### config.mk
export PLATFORM = sky130hd
export DESIGN_NAME = rename_alloc_ctrl
export DESIGN_NICKNAME = d
export VERILOG_FILES = /design/src/rtl/rename_alloc_ctrl.sv
export SDC_FILE = /design/constraint.sdc
export NUM_CORES = 1
export LEC_CHECK = 0
export ABC_AREA = 1
export BUFFER_PORTS_ARGS = -buffer_cell sky130_fd_sc_hd__buf_2
export CORE_MARGIN = 10
export CORE_UTILIZATION = 52
export DETAILED_ROUTE_END_ITERATION = 7
export PLACE_DENSITY_LB_ADDON = 0.2
export SETUP_SLACK_MARGIN = 0.2
export SYNTH_ARGS = -nofsm -noshare
export SYNTH_HDL_FRONTEND = slang
export SYNTH_SLANG_ARGS = --single-unit
### constraint.sdc
create_clock -name clk -period 8.67 [get_ports clk]
set_clock_uncertainty 0.15 [all_clocks]
set_input_delay 2.601 -clock clk [delete_from_list [all_inputs] [get_ports clk]]
set_output_delay 2.601 -clock clk [all_outputs]
set_load 0.05 [all_outputs]
### src/rtl/rename_alloc_ctrl.sv
// Rename-stage allocation controller: counts destination writers in the
// decode group, pops the free list, maps head PRs to slots, sequences flush recovery.
module rename_alloc_ctrl #(
  parameter int RECOVER_CYCLES = 2,
  parameter int STARVE_LIMIT   = 64
) (
  input  logic       clk,
  input  logic       rst,
  input  logic       flush_stage4,
  input  logic       stage4_pause,
  input  logic [3:0] dec_valid,
  input  logic [3:0] dec_has_rd,
  input  logic [5:0] freelist_room,
  input  logic [5:0] freePR0,
  input  logic [5:0] freePR1,
  input  logic [5:0] freePR2,
  input  logic [5:0] freePR3,
  output logic [2:0] PR_num_need,
  output logic       ren_stall,
  output logic [3:0] ren_valid,
  output logic [5:0] ren_pdst0,
  output logic [5:0] ren_pdst1,
  output logic [5:0] ren_pdst2,
  output logic [5:0] ren_pdst3,
  output logic       starve_alarm,
  output logic       recovering
);

  localparam logic       S_RUN     = 1'b0;
  localparam logic       S_RECOVER = 1'b1;
  localparam logic [3:0] REC_LOAD  = 4'(RECOVER_CYCLES - 1);
  localparam logic [8:0] ALARM_AT  = 9'(STARVE_LIMIT);

  logic       state;
  logic [3:0] rec_cnt;
  logic [7:0] starve_cnt;
  logic [7:0] starve_nxt;

  logic [3:0] wr;
  logic [2:0] k1;
  logic [2:0] k2;
  logic [2:0] k3;
  logic [2:0] need;
  logic       room_ok;
  logic       active;
  logic       fire;
  logic       starved;

  logic [3:0][5:0] free_pr;
  logic [5:0] map0;
  logic [5:0] map1;
  logic [5:0] map2;
  logic [5:0] map3;

  assign wr      = dec_valid & dec_has_rd;
  assign k1      = {2'b00, wr[0]};
  assign k2      = k1 + {2'b00, wr[1]};
  assign k3      = k2 + {2'b00, wr[2]};
  assign need    = k3 + {2'b00, wr[3]};
  assign room_ok = {3'b000, need} <= freelist_room;

  assign active  = (state == S_RUN) & (|dec_valid)
                 & ~stage4_pause & ~flush_stage4;
  assign fire    = active & room_ok;
  assign starved = active & ~room_ok;

  assign PR_num_need = fire ? need : 3'd0;
  assign ren_stall   = (|dec_valid) & ~fire;
  assign recovering  = (state == S_RECOVER);

  // Slot i takes the head entry indexed by the writers older than it.
  assign free_pr = {freePR3, freePR2, freePR1, freePR0};
  assign map0    = wr[0] ? free_pr[0]        : 6'd0;
  assign map1    = wr[1] ? free_pr[k1[1:0]] : 6'd0;
  assign map2    = wr[2] ? free_pr[k2[1:0]] : 6'd0;
  assign map3    = wr[3] ? free_pr[k3[1:0]] : 6'd0;

  always_comb begin
    starve_nxt = starve_cnt;
    if (fire || flush_stage4)
      starve_nxt = 8'd0;
    else if (starved && starve_cnt != 8'hFF)
      starve_nxt = starve_cnt + 8'd1;
  end

  always_ff @(posedge clk) begin
    if (rst) begin
      state   <= S_RUN;
      rec_cnt <= 4'd0;
    end else if (flush_stage4) begin
      state   <= S_RECOVER;
      rec_cnt <= REC_LOAD;
    end else if (state == S_RECOVER) begin
      if (rec_cnt == 4'd0)
        state <= S_RUN;
      else
        rec_cnt <= rec_cnt - 4'd1;
    end
  end

  always_ff @(posedge clk) begin
    if (rst) begin
      starve_cnt   <= 8'd0;
      starve_alarm <= 1'b0;
    end else begin
      starve_cnt   <= starve_nxt;
      starve_alarm <= {1'b0, starve_nxt} >= ALARM_AT;
    end
  end

  always_ff @(posedge clk) begin
    if (rst) begin
      ren_valid <= 4'd0;
      ren_pdst0 <= 6'd0;
      ren_pdst1 <= 6'd0;
      ren_pdst2 <= 6'd0;
      ren_pdst3 <= 6'd0;
    end else if (flush_stage4) begin
      ren_valid <= 4'd0;
    end else if (stage4_pause) begin
      ren_valid <= ren_valid;
    end else if (fire) begin
      ren_valid <= dec_valid;
      ren_pdst0 <= map0;
      ren_pdst1 <= map1;
      ren_pdst2 <= map2;
      ren_pdst3 <= map3;
    end else begin
      ren_valid <= 4'd0;
    end
  end

endmodule
==> metrics.cfg <==
[final_layout]
drive_gt1_frac=0.235
stdcell_count=530
fillers=463
area_delta_synth_final_pct=19.7
nNetsFinal=514
diodes=0

[placement]
dp_hpwl_um=5600
numPortBuffers=75
placed_cells=522
pre_cts_slack_ps=506
gp_congestion=0.864

[clocking]
clockBufferDepth=2
cts_resized=0
cts_buffers=5
cts_tree=yes
clk_latency_ps=310
clock_sink_count=42
hold_buffers=0
htreeDepth=2
cts.clk_slew.worst_paths_ps=90
cts_setup_buffers=0
clockRootBuffer=clkbuf_8

[floorplanning]
dieArea_um2=8170
die_y_um=90.4
core_region_area_um2=4750
die_w_um=90.4
io_pins=76
rows=25
start_util=0.542

[grt]
grt_pass1_wl_um=12300
overflow=0
grtUsageTotal=0.176
grt_pass1_vias=2700
grt_start_max_net_pins=32
antenna_found_initial=0

[setup_path]
worstPathCellList=buf_2 > nand2_1 > inv_1 > fa_1 > ha_1 > inv_1 > fa_1 > inv_1 > ha_1 > nand2_1 > nor2_2 > nor2_2 > nor2_4 > nor2_4 > nor2_1 > buf_2
critPathLaunchType=input pin
reg2regPathDepth=6
crit_start=dec_valid[2]
reg2reg_setup_slack_ps=6950
timing.rr.end=rec_cnt[3]$_SDFFE_PP0P_
crit_end=ren_stall
cpMostUsedCell=inv_1
crit_buf_inv=5
cp.arrival_ps=5410
timing.rr.start=rec_cnt[0]$_SDFFE_PP0P_
cp_top_family=adder cells
path_depth=16
required_ps=5920
cpPeakStageDelay_ps=590
endpoint_kind=output pin
slowest_stage=fa_1
path_max_fanout=8
critPathKind=in2out

[min_path]
holdCritStartpoint=ren_valid[0]$_SDFFE_PP0N_
hold_path_class=reg2reg

[yosys]
synthArstFlopShare=0
yosys.area.top_type=dfxtp_1
avgSynthCellArea_um2=6.66
yosysSeqAreaShare=0.326
synth_area_um2=2580
synth_top_cell_area_share=0.326
synthTopCellsByCount=nand2_1 (102), nor2_1 (49), nand3_1 (46)
synth-main-ff-cell=dfxtp_1
synth_cells=387
yosysUniqueCellTypes=31
ys_warn_count=0
synth_seq_cells=42
synth_nets=439
yosysMostFrequentCell=nand2_1
synth_area_leaders=dfxtp_1 (33%), nand2_1 (15%), nand3_1 (8.9%), nor2_1 (7.1%), inv_1 (6.6%)
synth_edf_count=0

[route]
drt_iter0_drc=180
vias=2754
viasPerCell=5.20
drt_pass1_iterations=5
detail_route.wl_per_cell_um=13.6
ant_nets=0
drc=0
wl_um=7190

[timing]
timing.hold.ws_ps=313
tightestPinTransition_ps=500
setup_viol=0
setup_tns_ps=0
fmax_mhz=123
hold_violations=0
relSlewSlack=0.665
maxSlewViolCount=0
post-route-period-util=0.941
period_needed_ps=8160
fin_ws_ps=513
rsz0062_at_grt=no

[run_status]
status=finished clean

[power_and_ir_drop]
max-vdd-ir-drop_v=0.0000764
p_leak_uw=0.00149
p_per_area_nw_per_um2=147

[flow_run]
drv_cap=0

==> layout by cell type (no fill, tap or decap), drive strengths merged <==
cell type,n
nand2,109
nor2,57
ha,8
inv,47
clkbuf,5
a21oi,26
o21ai,11
clkinvlp,1
clkinv,2
a31oi,6
nand4,1
xnor2,1
nand3b,1
nor3,1
a211oi,4
xor2,2
nand3,48
buf,81
dfxtp,42
fa,2
o211ai,8
==> per-layer routing <==
| layer | up-vias | part of all wire | GRT usage | wire length (um) |
|---|---|---|---|---|
| met5 | - | 0 | 0 | 0 |
| met4 | 0 | 0.013 | 0.0544 | 91 |
| met3 | 12 | 0.080 | 0.0565 | 577 |
| met2 | 109 | 0.47 | 0.291 | 3350 |
| met1 | 1243 | 0.44 | 0.212 | 3170 |
| li1 | 1390 | - | - | - |
==> state kept, by name, indices dropped and copies added (netlist names) <==
signal,count
ren_pdst0,6
rec_cnt,4
ren_pdst3,6
ren_valid,4
starve_cnt,8
recovering,1
starve_alarm,1
ren_pdst1,6
ren_pdst2,6
==> cells by family (layout without fill, tap and decap cells) <==
family / count (synthesis) / in the layout / synth area share
adders and majority gates: 10 / 10 / 0.0544
xor gates and xnor gates: 3 / 3 / 0.0102
buffers and inverters: 60 / 136 / 0.104
DFF: 42 / 42 / 0.326
and+or+nand+nor: 217 / 217 / 0.381
AOI/OAI and AO/OA: 55 / 55 / 0.124
==> worst register-to-register path, cell delays in order (launching register included) <==
cell     delay, ps
dfxtp_1        340
inv_1           70
ha_1           220
a31oi_1        430
nand3_1        170
o21ai_0        200
nor2_1          60
==> cell type report <==
class                           instances  area [um2]  share of cell area
Sequential cell                        42         841               0.273
Inverter                               47         176              0.0572
Clock buffer                            5        68.8              0.0223
Multi-Input combinational cell        285        1470               0.476
Clock inverter                          3        25.0             0.00812
Tap cell                               67        83.8              0.0272
Timing Repair Buffer                   81         420               0.136
==> metrics by stage <==
stage / cell area [um2] / utilization / power [uW]
after detailed placement: 2990 / 0.629 / 322
after CTS: 3080 / 0.648 / 457
after global routing: 3080 / 0.648 / 481
final: 3080 / 0.648 / 454
after floorplan: 2580 / - / 291
after global placement: 2990 / 0.629 / 320
==> where the power goes <==
part           leakage [uW]  internal, uW  total, uW  switching [uW]
combinational       0.00110          36.4        117            80.7
sequential         0.000341           199        202            3.17
clock             0.0000447          58.2        135            77.0
total               0.00149           293        454             161
==> how the worst min path moves through the flow <==
stage / endpoint / slack [ps] / depth (start not counted)
2_1_floorplan: rec_cnt[0]$_SDFFE_PP0P_ / 300 / 2
3_3_place_gp: ren_valid[0]$_SDFFE_PP0N_ / 290 / 2
3_5_place_dp: ren_valid[0]$_SDFFE_PP0N_ / 300 / 2
4_1_cts: ren_valid[0]$_SDFFE_PP0N_ / 320 / 2
5_1_grt: ren_pdst0[3]$_SDFFE_PP0P_ / 340 / 2
6_report: ren_valid[0]$_SDFFE_PP0N_ / 310 / 2
(Power assumes the default switching activity.)
